--- config.mk ---
export PLATFORM = sky130hd
export DESIGN_NAME = detector_jogada_flat
export DESIGN_NICKNAME = d
export VERILOG_FILES = /design/src/rtl/jogo_pkg.sv /design/src/rtl/detector_jogada_if.sv /design/src/rtl/contador_sat.sv /design/src/rtl/detector_jogada.sv /design/src/flat_wrapper.sv
export SDC_FILE = /design/constraint.sdc
export NUM_CORES = 1
export LEC_CHECK = 0
export CAP_MARGIN = 15
export CORE_MARGIN = 2
export CORE_UTILIZATION = 51
export CTS_CLUSTER_SIZE = 25
export DETAILED_ROUTE_END_ITERATION = 6
export PLACE_DENSITY = 0.9
export SYNTH_ARGS = -nofsm -noshare
export SYNTH_HDL_FRONTEND = slang
export SYNTH_SLANG_ARGS = --single-unit
--- constraint.sdc ---
create_clock -name clock -period 5.2 [get_ports clock]
set_input_delay 1.04 -clock clock [delete_from_list [all_inputs] [get_ports clock]]
set_output_delay 1.04 -clock clock [all_outputs]
set_load 0.01 [all_outputs]
--- src/rtl/jogo_pkg.sv ---
// Shared definitions for the memory game button path: FSM state codes,
// bus widths and small helpers used by the detector and its counters.
package jogo_pkg;

  localparam int ESTADO_W = 3;
  localparam int BOTOES_W = 4;

  typedef enum logic [ESTADO_W-1:0] {
    OCIOSO      = 3'd0,
    FILTRANDO   = 3'd1,
    PRESSIONADO = 3'd2,
    SOLTANDO    = 3'd3
  } estado_t;

  // Bits needed to hold 0..max_val; never less than one.
  function automatic int largura_cnt(input int max_val);
    return (max_val < 1) ? 1 : $clog2(max_val + 1);
  endfunction

  // True when exactly one button is down.
  function automatic logic eh_um_quente(input logic [BOTOES_W-1:0] b);
    return (b != '0) && ((b & (b - 1'b1)) == '0);
  endfunction

endpackage

--- src/rtl/detector_jogada_if.sv ---
// Player button bus between the game control unit (master) and the
// play detector (slave).
interface detector_jogada_if;
  import jogo_pkg::*;

  logic                habilita;
  logic                zera_timeout;
  logic [BOTOES_W-1:0] botoes;
  logic                jogada_feita;
  logic [BOTOES_W-1:0] jogada;
  logic                jogada_invalida;
  logic                timeout;
  logic                db_tem_jogada;
  logic [ESTADO_W-1:0] db_estado;

  modport master (
    output habilita, zera_timeout, botoes,
    input  jogada_feita, jogada, jogada_invalida, timeout, db_tem_jogada, db_estado
  );

  modport slave (
    input  habilita, zera_timeout, botoes,
    output jogada_feita, jogada, jogada_invalida, timeout, db_tem_jogada, db_estado
  );

endinterface

--- src/rtl/contador_sat.sv ---
// Saturating up-counter with synchronous clear; o_cheio flags that the
// count sits at MAX. Clear wins over enable.
module contador_sat
  import jogo_pkg::*;
#(
  parameter int MAX = 7
) (
  input  logic clock,
  input  logic reset,
  input  logic i_clr,
  input  logic i_en,
  output logic o_cheio
);

  localparam int             W      = largura_cnt(MAX);
  localparam logic [W-1:0]   LIMITE = W'(MAX);

  logic [W-1:0] r_cnt;

  always_ff @(posedge clock or negedge reset) begin
    if (!reset) begin
      r_cnt <= '0;
    end else if (i_clr) begin
      r_cnt <= '0;
    end else if (i_en && (r_cnt != LIMITE)) begin
      r_cnt <= r_cnt + W'(1);
    end
  end

  assign o_cheio = (r_cnt == LIMITE);

endmodule

--- src/rtl/detector_jogada.sv ---
// Debounces player buttons into one jogada_feita / jogada_invalida pulse per
// press-release. Idle timeout is built only when DETECTOR_TIMEOUT_EN is defined.
module detector_jogada
  import jogo_pkg::*;
#(
  parameter int ESTAVEL = 3,
  parameter int TIMEOUT = 30000
) (
  input  logic               clock,
  input  logic               reset,
  detector_jogada_if.slave   bus
);

  estado_t             r_estado;
  estado_t             w_prox;
  logic [BOTOES_W-1:0] r_v;
  logic [BOTOES_W-1:0] r_jogada;
  logic                r_feita;
  logic                r_invalida;

  logic w_tem;
  logic w_mudou;
  logic w_cnt_cheio;
  logic w_estavel;
  logic w_dispara;
  logic w_clr_estavel;
  logic w_valida;

  assign w_tem    = (bus.botoes != '0);
  assign w_mudou  = (bus.botoes != r_v);
  assign w_valida = eh_um_quente(r_v);

  // A value is stable once it has been sampled unchanged for ESTAVEL cycles
  // inside the current state.
  assign w_estavel     = w_cnt_cheio && !w_mudou;
  assign w_clr_estavel = (w_prox != r_estado) || w_mudou;

  contador_sat #(
    .MAX (ESTAVEL - 1)
  ) u_cnt_estavel (
    .clock   (clock),
    .reset   (reset),
    .i_clr   (w_clr_estavel),
    .i_en    (1'b1),
    .o_cheio (w_cnt_cheio)
  );

  always_comb begin
    w_prox    = r_estado;
    w_dispara = 1'b0;
    case (r_estado)
      OCIOSO: begin
        if (w_tem) w_prox = bus.habilita ? FILTRANDO : SOLTANDO;
      end
      FILTRANDO: begin
        if (!w_tem) begin
          w_prox = OCIOSO;
        end else if (!bus.habilita) begin
          w_prox = SOLTANDO;
        end else if (w_estavel) begin
          w_prox    = PRESSIONADO;
          w_dispara = 1'b1;
        end
      end
      PRESSIONADO: begin
        if (!w_tem) w_prox = SOLTANDO;
      end
      SOLTANDO: begin
        if (w_tem) begin
          w_prox = PRESSIONADO;
        end else if (w_estavel) begin
          w_prox = OCIOSO;
        end
      end
      default: w_prox = OCIOSO;
    endcase
  end

  // r_v follows botoes every cycle, so at the accepting edge it equals the stable value.
  always_ff @(posedge clock or negedge reset) begin
    if (!reset) begin
      r_estado   <= OCIOSO;
      r_v        <= '0;
      r_jogada   <= '0;
      r_feita    <= 1'b0;
      r_invalida <= 1'b0;
    end else begin
      r_estado   <= w_prox;
      r_v        <= bus.botoes;
      r_feita    <= w_dispara && w_valida;
      r_invalida <= w_dispara && !w_valida;
      if (w_dispara && w_valida) r_jogada <= r_v;
    end
  end

`ifdef DETECTOR_TIMEOUT_EN
  logic w_zera;
  logic w_clr_ocioso;
  logic w_en_ocioso;
  logic w_ocioso_cheio;
  logic r_timeout;

  assign w_zera       = bus.zera_timeout || !bus.habilita;
  assign w_clr_ocioso = w_zera || ((w_prox == PRESSIONADO) && (r_estado != PRESSIONADO));
  assign w_en_ocioso  = bus.habilita && ((r_estado == OCIOSO) || (r_estado == SOLTANDO));

  contador_sat #(
    .MAX (TIMEOUT - 1)
  ) u_cnt_ocioso (
    .clock   (clock),
    .reset   (reset),
    .i_clr   (w_clr_ocioso),
    .i_en    (w_en_ocioso),
    .o_cheio (w_ocioso_cheio)
  );

  // Flag survives the counter being cleared by a press; only an explicit clear drops it.
  always_ff @(posedge clock or negedge reset) begin
    if (!reset) begin
      r_timeout <= 1'b0;
    end else if (w_zera) begin
      r_timeout <= 1'b0;
    end else if (w_ocioso_cheio) begin
      r_timeout <= 1'b1;
    end
  end

  assign bus.timeout = r_timeout;
`else
  logic w_unused_zera;
  assign w_unused_zera = bus.zera_timeout;
  assign bus.timeout   = 1'b0;
`endif

  assign bus.jogada_feita    = r_feita;
  assign bus.jogada          = r_jogada;
  assign bus.jogada_invalida = r_invalida;
  assign bus.db_tem_jogada   = w_tem;
  assign bus.db_estado       = r_estado;

endmodule

--- src/flat_wrapper.sv ---
// flat-port wrapper written by rule: the top's interface ports become plain ports
module detector_jogada_flat import jogo_pkg::*;
#(
  parameter int ESTAVEL = 3,
  parameter int TIMEOUT = 30000
)
  (clock, reset, bus_habilita, bus_zera_timeout, bus_botoes, bus_jogada_feita, bus_jogada, bus_jogada_invalida, bus_timeout, bus_db_tem_jogada, bus_db_estado);
  detector_jogada_if bus_i ();
  input  logic clock;
  input  logic reset;
  input wire logic [$bits(bus_i.habilita)-1:0] bus_habilita;
  input wire logic [$bits(bus_i.zera_timeout)-1:0] bus_zera_timeout;
  input wire logic [$bits(bus_i.botoes)-1:0] bus_botoes;
  output wire logic [$bits(bus_i.jogada_feita)-1:0] bus_jogada_feita;
  output wire logic [$bits(bus_i.jogada)-1:0] bus_jogada;
  output wire logic [$bits(bus_i.jogada_invalida)-1:0] bus_jogada_invalida;
  output wire logic [$bits(bus_i.timeout)-1:0] bus_timeout;
  output wire logic [$bits(bus_i.db_tem_jogada)-1:0] bus_db_tem_jogada;
  output wire logic [$bits(bus_i.db_estado)-1:0] bus_db_estado;
  assign bus_i.habilita = bus_habilita;
  assign bus_i.zera_timeout = bus_zera_timeout;
  assign bus_i.botoes = bus_botoes;
  assign bus_jogada_feita = bus_i.jogada_feita;
  assign bus_jogada = bus_i.jogada;
  assign bus_jogada_invalida = bus_i.jogada_invalida;
  assign bus_timeout = bus_i.timeout;
  assign bus_db_tem_jogada = bus_i.db_tem_jogada;
  assign bus_db_estado = bus_i.db_estado;
  detector_jogada #(.ESTAVEL(ESTAVEL), .TIMEOUT(TIMEOUT)) u_core (.clock(clock), .reset(reset), .bus(bus_i));
endmodule
==> reports/metrics.yaml <==
final_layout:
  nNetsFinal: 111
  postLayoutCellArea_um2: 1010
  drive_gt1_frac: 0.0495
  instances_no_fill: 117
  n_fill_cell: 128
  antenna_cells: 0
  area_growth_syn_to_layout_pct: 21.6
timing:
  grt_setup_unrepaired: "no"
  finalHoldViolations: 0
  worstMarginPinSlew_ps: 698
  maxSlewHeadroom: 0.533
  fmax_ghz: 0.265
  maxSlewViolCount: 0
  final-setup-viol-count: 0
  fin_skew_ps: 4.76
  fin_crit_sh: 0.725
  finalSetupTns_ps: 0
  worst_slack_ps: 1430
  period_needed_ps: 3770
worst_setup_path:
  cp-start-kind: "input pin"
  worstSetupEndpointType: "output pin"
  crit_type: "input pin to output pin"
  required_ps: 4160
  cp_max_fo: 4
  crit_arrival_ps: 2730
  rr_worst_depth: 6
  reg2reg_setup_slack_ps: 3100
die:
  chipWidth_um: 44.3
  core_um2: 1510
  die_y_um: 44.3
  pin_count: 19
  rows: 14
  dieArea_um2: 1960
  start_util: 0.549
cts:
  path_clk_slew_ps: 90
  clk_latency_ps: 270
  numCtsBuffers: 3
  htree_levels: 1
  postCtsHoldBufs: 0
  clock-root-buffer: "clkbuf_4"
  cts_tree: "built"
  cts.sinks: 15
  postCtsSetupRepairBufs: 0
  cts_buffer_depth: 2
  cts_resized: 0
worst_hold_path:
  hold_depth: 2
  min_path_type: "flop to flop"
placement:
  io_buffers: 16
  placedInstanceArea_um2: 980
  place_worst_setup_slack_ps: 1430
  place_congestion: 0.770
  dp_cells: 113
  hpwl_mm: 1.27
route:
  wirelength_mm: 1.70
  dr.pass1.iters: 4
  first_iter_violations: 7
  vias: 707
  wl_per_cell_um: 14.5
  drcViolationCount: 0
  viasPerCell: 6.04
  ant_nets: 0
logic_synthesis:
  avgSynthCellArea_um2: 9.51
  synth_top_family_by_area: "simple AND/OR/NAND/NOR gates"
  synthAdderAreaFrac: 0.0151
  synth-simple-area-share: 0.213
  yosys_warnings: 0
  synth_area_um2: 827
  synth-xor-area-share: 0.0847
  yosys-mux-area-fraction: 0
  ys_seq_area_frac: 0.454
  synthDistinctLibCells: 32
  synth_compound_area_frac: 0.177
  yosys_register_bits: 15
  syn_inst: 87
grt:
  grt_pass1_vias: 678
  grt_use_met1: 0.248
  antenna_found_initial: 0
  grt_max_degree: 16
  track_usage: 0.206
  grt.busiest_layer: "met2"
  grt_pass1_wl_mm: 2.88
  gr-total-overflow: 0
  met2_usage: 0.341
  grt_util_met3: 0.0367
flow_run:
  max-cap-violations: 0
power_and_ir_drop:
  leakagePower_nw: 0.403
  power_density_nw_per_um2: 225
  finalPower_mw: 0.226
  vdd.ir_drop.worst_v: 0.000174
status:
  status: "finished, final reports clean"
[power breakdown]
part | switching, mW | internal [mW]
logic | 0.0151 | 0.0177
clock network | 0.0348 | 0.0297
registers | 0.00895 | 0.120
[Yosys cell counts, drive strengths merged]
cell type  instances  area, um^2
a21o               1        7.51
a21oi              1        5.00
a31o               1        8.76
buf                2        12.5
clkbuf             5        18.8
conb               1        3.75
dfrtp             15         375
ha                 1        12.5
inv                3        11.3
nand2              6        22.5
nand2b             2        12.5
nand3              3        15.0
nand3b             1        7.51
nand4              1        6.26
nand4b             1        8.76
nor2               6        22.5
nor2b              1        6.26
nor3               1        5.00
nor4               2        12.5
nor4b              2        17.5
o21a               1        7.51
o21ai              6        30.0
o2bb2ai            1        8.76
o31ai              6        45.0
o41ai              3        33.8
or2                1        6.26
or3                3        18.8
or4                2        15.0
xnor2              6        52.6
xor2               2        17.5
[registers in the layout, summed over array words and instances, names as in the netlist]
register	count
u_core.bus.jogada_invalida	1
u_core.r_v	4
u_core.bus.db_estado	3
u_core.u_cnt_estavel.r_cnt	2
u_core.bus.jogada	4
u_core.bus.jogada_feita	1
[metal layers]
metal	vias to the layer above	wire length, um
li1	339	-
met1	343	724
met2	19	866
met3	6	63
met4	0	45
met5	-	0
[cells in the final DEF, fill, tap and decap left out]
cell type        instances
o31ai_1                  6
clkbuf_4                 3
nand2b_1                 2
o41ai_2                  1
o21ai_0                  6
nand4b_1                 1
clkbuf_1                 1
a31o_2                   1
nor3_1                   1
nor4_1                   2
nor2_1                   6
dfrtp_1                 15
nand3_1                  3
or3_1                    3
conb_1                   2
o21a_1                   1
ha_1                     1
or2_1                    1
o41ai_1                  2
clkdlybuf4s50_1         16
or4_1                    2
xnor2_1                  6
inv_1                    3
nand2_1                  6
a21o_1                   1
a21oi_1                  1
nor4b_1                  2
nand3b_1                 1
nor2b_1                  1
o2bb2ai_1                1
xor2_1                   2
nand4_1                  1
[final cells by class]
type	instances	area, um^2	share of cell area
multi-input combinational	63	413	0.410
sequential	15	375	0.373
timing repair buffer	16	160	0.159
clock buffer	4	26.3	0.0261
tap	16	20.0	0.0199
inverter	3	11.3	0.0112
[kinds of logic (layout without fill, tap and decap cells)]
group / after synthesis / in the layout
AO/OA/AOI/OAI: 20 / 20
AND/OR/NAND/NOR: 32 / 32
buffers and inverters: 10 / 23
other: 1 / 2
adder cells (fa/ha/maj): 1 / 1
XOR/XNOR: 8 / 8
flip-flops: 15 / 15
[critical path: stages]
cell             delay, ps
clkdlybuf4s50_1        460
nor4_1                 530
inv_1                  180
clkdlybuf4s50_1        520
[through the flow]
step | utilization | hold WS [ps]
2_1_floorplan | - | 518
3_3_place_gp | 0.650 | 463
3_5_place_dp | 0.650 | 493
4_1_cts | 0.668 | 515
5_1_grt | 0.668 | 543
6_report | 0.668 | 511
[final timing paths]
path	startpoint	to
max in group asynchronous	reset	u_core.u_cnt_estavel.r_cnt[1]$_DFFE_PN0P_
worst max-delay path	bus_botoes[0]	bus_db_tem_jogada
worst min-delay path	u_core.bus.jogada[2]$_DFFE_PN0P_	u_core.bus.jogada[2]$_DFFE_PN0P_
worst max register to register	u_core.u_cnt_estavel.r_cnt[0]$_DFFE_PN0P_	u_core.bus.jogada[3]$_DFFE_PN0P_
min in group asynchronous	reset	u_core.r_v[2]$_DFF_PN0_
worst min register to register	u_core.bus.jogada[2]$_DFFE_PN0P_	u_core.bus.jogada[2]$_DFFE_PN0P_
No activity file was read; power rests on OpenSTA's default activity.
